==> src/rtl/cv32e40p_sleep_ctrl_if.sv <==
// rtl/cv32e40p_sleep_ctrl_if.sv - core-side signal bundle for the sleep/clock-gate controller
interface cv32e40p_sleep_ctrl_if #(
  parameter int CNT_W = 32
);
  logic             fetch_enable_i;
  logic             sleep_req_i;
  logic             core_busy_i;
  logic             lsu_busy_i;
  logic             wake_irq_i;
  logic             debug_req_i;
  logic             sleep_cnt_clr_i;
  logic             clock_en_o;
  logic             core_sleep_o;
  logic             wake_ack_o;
  logic [CNT_W-1:0] sleep_cycles_o;

  // Core / environment side: drives requests, observes gating status.
  modport master (
    output fetch_enable_i, sleep_req_i, core_busy_i, lsu_busy_i,
           wake_irq_i, debug_req_i, sleep_cnt_clr_i,
    input  clock_en_o, core_sleep_o, wake_ack_o, sleep_cycles_o
  );

  // Controller side.
  modport slave (
    input  fetch_enable_i, sleep_req_i, core_busy_i, lsu_busy_i,
           wake_irq_i, debug_req_i, sleep_cnt_clr_i,
    output clock_en_o, core_sleep_o, wake_ack_o, sleep_cycles_o
  );
endinterface

==> src/rtl/cv32e40p_sleep_ctrl.sv <==
// rtl/cv32e40p_sleep_ctrl.sv - WFI sleep sequencer producing the core clock-gate enable
module cv32e40p_sleep_ctrl #(
  parameter int IDLE_DELAY  = 4,
  parameter int WAKE_SETTLE = 2,
  parameter int CNT_W       = 32
) (
  input  logic                  clk_i,
  input  logic                  rst_ni,
  cv32e40p_sleep_ctrl_if.slave  bus
);

  // One shared counter serves both the drain idle window and the wake settle window.
  localparam int CMAX = (IDLE_DELAY > WAKE_SETTLE) ? IDLE_DELAY : WAKE_SETTLE;
  localparam int CW   = $clog2(CMAX + 1);

  typedef enum logic [2:0] {
    BOOT  = 3'd0,
    RUN   = 3'd1,
    DRAIN = 3'd2,
    SLEEP = 3'd3,
    WAKE  = 3'd4
  } state_e;

  state_e           state_q, state_d;
  logic [CW-1:0]    cnt_q, cnt_d;
  logic [CNT_W-1:0] sleep_cycles_q, sleep_cycles_d;
  logic             clock_en_q, clock_en_d;
  logic             core_sleep_q, core_sleep_d;
  logic             wake_ack_q, wake_ack_d;
  logic             wake_ev;
  logic             idle;

  assign wake_ev = bus.wake_irq_i | bus.debug_req_i;
  assign idle    = ~(bus.core_busy_i | bus.lsu_busy_i);

  // Next-state, counters and output decode; outputs derive from the next state so they register cleanly.
  always_comb begin
    state_d        = state_q;
    cnt_d          = cnt_q;
    sleep_cycles_d = sleep_cycles_q;
    wake_ack_d     = 1'b0;

    case (state_q)
      BOOT: begin
        if (bus.fetch_enable_i) state_d = RUN;
      end
      RUN: begin
        // A pending wake source vetoes the sleep request outright.
        if (bus.sleep_req_i && !wake_ev) begin
          state_d = DRAIN;
          cnt_d   = '0;
        end
      end
      DRAIN: begin
        // Aborting beats drain progress, so a late wake never sees a gated clock.
        if (wake_ev || !bus.sleep_req_i) begin
          state_d = RUN;
          cnt_d   = '0;
        end else if (!idle) begin
          cnt_d = '0;
        end else if (cnt_q == CW'(IDLE_DELAY - 1)) begin
          state_d = SLEEP;
          cnt_d   = '0;
        end else begin
          cnt_d = cnt_q + CW'(1);
        end
      end
      SLEEP: begin
        if (sleep_cycles_q != {CNT_W{1'b1}}) sleep_cycles_d = sleep_cycles_q + CNT_W'(1);
        if (wake_ev) begin
          state_d = WAKE;
          cnt_d   = '0;
        end
      end
      WAKE: begin
        // Settle runs to completion regardless of the wake source staying asserted.
        if (cnt_q == CW'(WAKE_SETTLE - 1)) begin
          state_d    = RUN;
          cnt_d      = '0;
          wake_ack_d = 1'b1;
        end else begin
          cnt_d = cnt_q + CW'(1);
        end
      end
      default: begin
        state_d = BOOT;
        cnt_d   = '0;
      end
    endcase

    if (bus.sleep_cnt_clr_i) sleep_cycles_d = '0;

    clock_en_d   = (state_d == RUN) || (state_d == DRAIN) || (state_d == WAKE);
    core_sleep_d = (state_d == SLEEP) || (state_d == WAKE);
  end

  // State and registered outputs; async reset drops the clock enable at once.
  always_ff @(posedge clk_i or negedge rst_ni) begin
    if (!rst_ni) begin
      state_q        <= BOOT;
      cnt_q          <= '0;
      sleep_cycles_q <= '0;
      clock_en_q     <= 1'b0;
      core_sleep_q   <= 1'b0;
      wake_ack_q     <= 1'b0;
    end else begin
      state_q        <= state_d;
      cnt_q          <= cnt_d;
      sleep_cycles_q <= sleep_cycles_d;
      clock_en_q     <= clock_en_d;
      core_sleep_q   <= core_sleep_d;
      wake_ack_q     <= wake_ack_d;
    end
  end

  assign bus.clock_en_o     = clock_en_q;
  assign bus.core_sleep_o   = core_sleep_q;
  assign bus.wake_ack_o     = wake_ack_q;
  assign bus.sleep_cycles_o = sleep_cycles_q;

endmodule

==> src/flat_wrapper.sv <==
// flat-port wrapper written by rule: the top's interface ports become plain ports
module cv32e40p_sleep_ctrl_flat 
#(
  parameter int IDLE_DELAY  = 4,
  parameter int WAKE_SETTLE = 2,
  parameter int CNT_W       = 32
)
  (clk_i, rst_ni, bus_fetch_enable_i, bus_sleep_req_i, bus_core_busy_i, bus_lsu_busy_i, bus_wake_irq_i, bus_debug_req_i, bus_sleep_cnt_clr_i, bus_clock_en_o, bus_core_sleep_o, bus_wake_ack_o, bus_sleep_cycles_o);
  cv32e40p_sleep_ctrl_if #(.CNT_W(CNT_W)) bus_i ();
  input  logic clk_i;
  input  logic rst_ni;
  input wire logic [$bits(bus_i.fetch_enable_i)-1:0] bus_fetch_enable_i;
  input wire logic [$bits(bus_i.sleep_req_i)-1:0] bus_sleep_req_i;
  input wire logic [$bits(bus_i.core_busy_i)-1:0] bus_core_busy_i;
  input wire logic [$bits(bus_i.lsu_busy_i)-1:0] bus_lsu_busy_i;
  input wire logic [$bits(bus_i.wake_irq_i)-1:0] bus_wake_irq_i;
  input wire logic [$bits(bus_i.debug_req_i)-1:0] bus_debug_req_i;
  input wire logic [$bits(bus_i.sleep_cnt_clr_i)-1:0] bus_sleep_cnt_clr_i;
  output wire logic [$bits(bus_i.clock_en_o)-1:0] bus_clock_en_o;
  output wire logic [$bits(bus_i.core_sleep_o)-1:0] bus_core_sleep_o;
  output wire logic [$bits(bus_i.wake_ack_o)-1:0] bus_wake_ack_o;
  output wire logic [$bits(bus_i.sleep_cycles_o)-1:0] bus_sleep_cycles_o;
  assign bus_i.fetch_enable_i = bus_fetch_enable_i;
  assign bus_i.sleep_req_i = bus_sleep_req_i;
  assign bus_i.core_busy_i = bus_core_busy_i;
  assign bus_i.lsu_busy_i = bus_lsu_busy_i;
  assign bus_i.wake_irq_i = bus_wake_irq_i;
  assign bus_i.debug_req_i = bus_debug_req_i;
  assign bus_i.sleep_cnt_clr_i = bus_sleep_cnt_clr_i;
  assign bus_clock_en_o = bus_i.clock_en_o;
  assign bus_core_sleep_o = bus_i.core_sleep_o;
  assign bus_wake_ack_o = bus_i.wake_ack_o;
  assign bus_sleep_cycles_o = bus_i.sleep_cycles_o;
  cv32e40p_sleep_ctrl #(.IDLE_DELAY(IDLE_DELAY), .WAKE_SETTLE(WAKE_SETTLE), .CNT_W(CNT_W)) u_core (.clk_i(clk_i), .rst_ni(rst_ni), .bus(bus_i));
endmodule
==> config.mk <==
export PLATFORM = sky130hd
export DESIGN_NAME = cv32e40p_sleep_ctrl_flat
export DESIGN_NICKNAME = d
export VERILOG_FILES = /design/src/rtl/cv32e40p_sleep_ctrl_if.sv /design/src/rtl/cv32e40p_sleep_ctrl.sv /design/src/flat_wrapper.sv
export SDC_FILE = /design/constraint.sdc
export NUM_CORES = 1
export LEC_CHECK = 0
export CORE_MARGIN = 2
export CORE_UTILIZATION = 30
export DETAILED_ROUTE_END_ITERATION = 12
export MAX_ROUTING_LAYER = met4
export SYNTH_ARGS = -nofsm -noshare
export SYNTH_HDL_FRONTEND = slang
export SYNTH_SLANG_ARGS = --single-unit
==> constraint.sdc <==
create_clock -name clk_i -period 3.22 [get_ports clk_i]
set_input_delay 0.644 -clock clk_i [delete_from_list [all_inputs] [get_ports clk_i]]
set_output_delay 0.644 -clock clk_i [all_outputs]
set_load 0.005 [all_outputs]
==> results.txt <==
CP Capture Type -> flop
Slew @ Worst Pin -> 0.9484 ns
Tmin final -> 2.382 ns
Maximum buffer depth of the clock tree -> 2
Routed WL per cell -> 13.78 µm
Clock transition at path regs -> 0.08 ns
Ys async rst share -> 1.000
Status -> completed
Post-route ant nets -> 0
Die Area -> 8635 µm²
# rows -> 32
Yosys top cell area share -> 0.4325
Hold Path Class -> in2async
Initial DRC count -> 83
Global-route wire length before repair -> 9.315 mm
Max Cap Viol -> 0
# nets final -> 304
Routed wire length -> 5.417 mm
Cell variety after synth -> 55
Worst setup margin -> 0.8376 ns
Largest fanout on the critical path -> 24
Netlist Area Pre-Place -> 2372 µm²
Total gr overflow -> 0
Setup repair bufs after CTS -> 0
Num ports -> 44
RSZ-0062 raised after global routing -> no
Post-synth EDFFs -> 0
Maximum VDD drop -> 0.0002662 V
TritonCTS Sinks -> 41
Layout cells sized above 1 -> 0.1031
Number of global-route vias before repair -> 1948
Skew-Pair Late Insertion Delay -> 0.29 ns
Tot Pwr -> 1.151 mW
Area leader, netlist -> dfrtp_1
Register area share after synthesis -> 0.4325
Tcrit/Tclk final -> 0.7399
Largest net degree at the start of global routing -> 42
Clock Skews -> 0.008791 ns
Syn Inst Count -> 248
Vias post-DR -> 2095
Syn Area/Cell -> 9.566 µm²
Area after DPL -> 2889 µm²
Syn_nets -> 262
CP required -> 3.39 ns
Startpoint types -> flop
Via/cell ratio -> 5.331
Post-synth top flop -> dfrtp_1
Root Driver -> clkbuf_8
Most common library cells after synthesis -> dfrtp_1 (41), a21oi_1 (30), or3_1 (15)
Leakage -> 1.088 nW
Top-count cell post-synth -> dfrtp_1
Max_slew headroom -> 0.3677
Hold-fix buffers, CTS -> 0
Placer Congestion -> 0.7533
N_diodes -> 0
Initial antenna violation count -> 0
Design Area, Final -> 3005 µm²
Yosys reg bits -> 41
Area delta synth->final -> 26.69%
TritonCTS buffer count -> 5
Final Hold Viols -> 0
Core area -> 7687 µm²
Hpwl dp -> 3.780 mm
Final Setup Violations -> 0
Initial Utilization -> 0.3086
Synth area leaders -> dfrtp_1 (43%), a21oi_1 (6.3%), or3_1 (4.0%), nand4_1 (3.4%), ha_1 (2.6%)
Arrival time of the worst setup path -> 2.55 ns
Final number of max-transition violations -> 0
TritonCTS clock tree -> yes
Peak Freq -> 419.7 MHz
Yosys Warn Count -> 0
Setup TNS -> 0 ns
Fillers -> 803
DRT Pass-1 Iters -> 4
Post_cts resized -> 0
Die height -> 92.93 µm
DP Worst Slack -> 0.7848 ns
CTS H-Tree Depth -> 2
Die W -> 92.93 µm
Drt drc -> 0
Path type of the worst setup path -> reg2reg
Final core utilization -> 0.3910
I/O Buffers -> 43
Total global-route track usage -> 0.1347
Cell Pwr Density -> 383.0 nW/µm²
-- layout by cell type, fill, tap and decap left out, types with 2 or more instances in the layout --
| cell type | instances |
|---|---|
| clkdlybuf4s50_1 | 42 |
| dfrtp_1 | 41 |
| a21oi_1 | 30 |
| or3_1 | 15 |
| nand2_1 | 14 |
| nand4_1 | 13 |
| o21ai_1 | 11 |
| inv_1 | 10 |
| nor2_1 | 9 |
| o21ai_0 | 9 |
| or4_1 | 8 |
| o31ai_1 | 8 |
| nand3_1 | 7 |
| clkbuf_8 | 6 |
| ha_1 | 5 |
| and4_1 | 4 |
| nor2b_1 | 3 |
| nand2b_1 | 3 |
| and2_1 | 3 |
| xnor2_1 | 3 |
| or4_2 | 3 |
| a2111oi_0 | 2 |
| nand3b_1 | 2 |
| or2_2 | 2 |
| or4_4 | 2 |
| and4_2 | 2 |
| and3_1 | 2 |
| a31o_2 | 2 |
-- cell families after synthesis --
kind of cell / share of synthesized area
and+or+nand+nor: 0.2880
AOI/OAI and AO/OA: 0.1988
DFF: 0.4325
buffers and inverters: 0.03428
adders and majority gates: 0.02637
xor gates and xnor gates: 0.01108
muxes: 0.008966
-- path summary, 6_finish.rpt --
kind                                              start                       endpoint  slack, ns  cells past startpoint
setup / recovery           u_core.bus.sleep_cycles_o[0]   u_core.bus.sleep_cycles_o[5]       0.84                      6
hold / removal                                   rst_ni  u_core.bus.sleep_cycles_o[10]       0.49                      1
setup reg to reg           u_core.bus.sleep_cycles_o[0]   u_core.bus.sleep_cycles_o[5]       0.84                      6
hold reg to reg                         u_core.cnt_q[1]                u_core.cnt_q[1]       0.54                      1
max in group asynchronous                        rst_ni   u_core.bus.sleep_cycles_o[4]       2.13                      1
min in group clk_i                      u_core.cnt_q[1]                u_core.cnt_q[1]       0.54                      1
-- stage by stage --
step                instances  hold slack [ns]
floorplan                 248           0.3484
global placement          385           0.5231
detailed placement        385           0.5304
CTS                       393           0.5310
global route              393           0.5715
finish                    393           0.4886
-- layer usage --
layer | track usage | part of all wire
met5 | - | 0
met4 | 0.02574 | 0.0035
met3 | 0.03743 | 0.061
met2 | 0.2150 | 0.48
met1 | 0.1732 | 0.46
-- worst max-delay path: stages (launching register included) --
cell     delay (ns)
dfrtp_1        0.44
ha_1           0.23
nand4_2        0.19
or4_4          0.53
nor3_4         0.59
or3_2          0.23
a21oi_1        0.06
-- registers in the layout (all words and copies together), names as in the netlist --
signal,count
u_core.bus.sleep_cycles_o,32
u_core.cnt_q,3
u_core.state_q,3
u_core.bus.clock_en_o,1
u_core.bus.core_sleep_o,1
u_core.bus.wake_ack_o,1
-- power breakdown --
group / switching (mW) / internal, mW / total (mW) / leakage, nW
Sequential: 0.0323 / 0.544 / 0.576 / 0.566
Clock: 0.176 / 0.253 / 0.429 / 0.0585
Combinational: 0.0708 / 0.0748 / 0.146 / 0.463
Total: 0.280 / 0.871 / 1.15 / 1.09
-- final cells by class --
class	instances	area [µm²]	area share
multi-input combinational	188	1265	0.4209
sequential	41	1026	0.3414
timing repair buffer	44	432.9	0.1440
tap	102	127.6	0.04246
clock buffer	7	86.33	0.02873
inverter	10	37.54	0.01249
clock inverter	1	30.03	0.009992
Note: power is estimated with default switching activity, not from simulation.
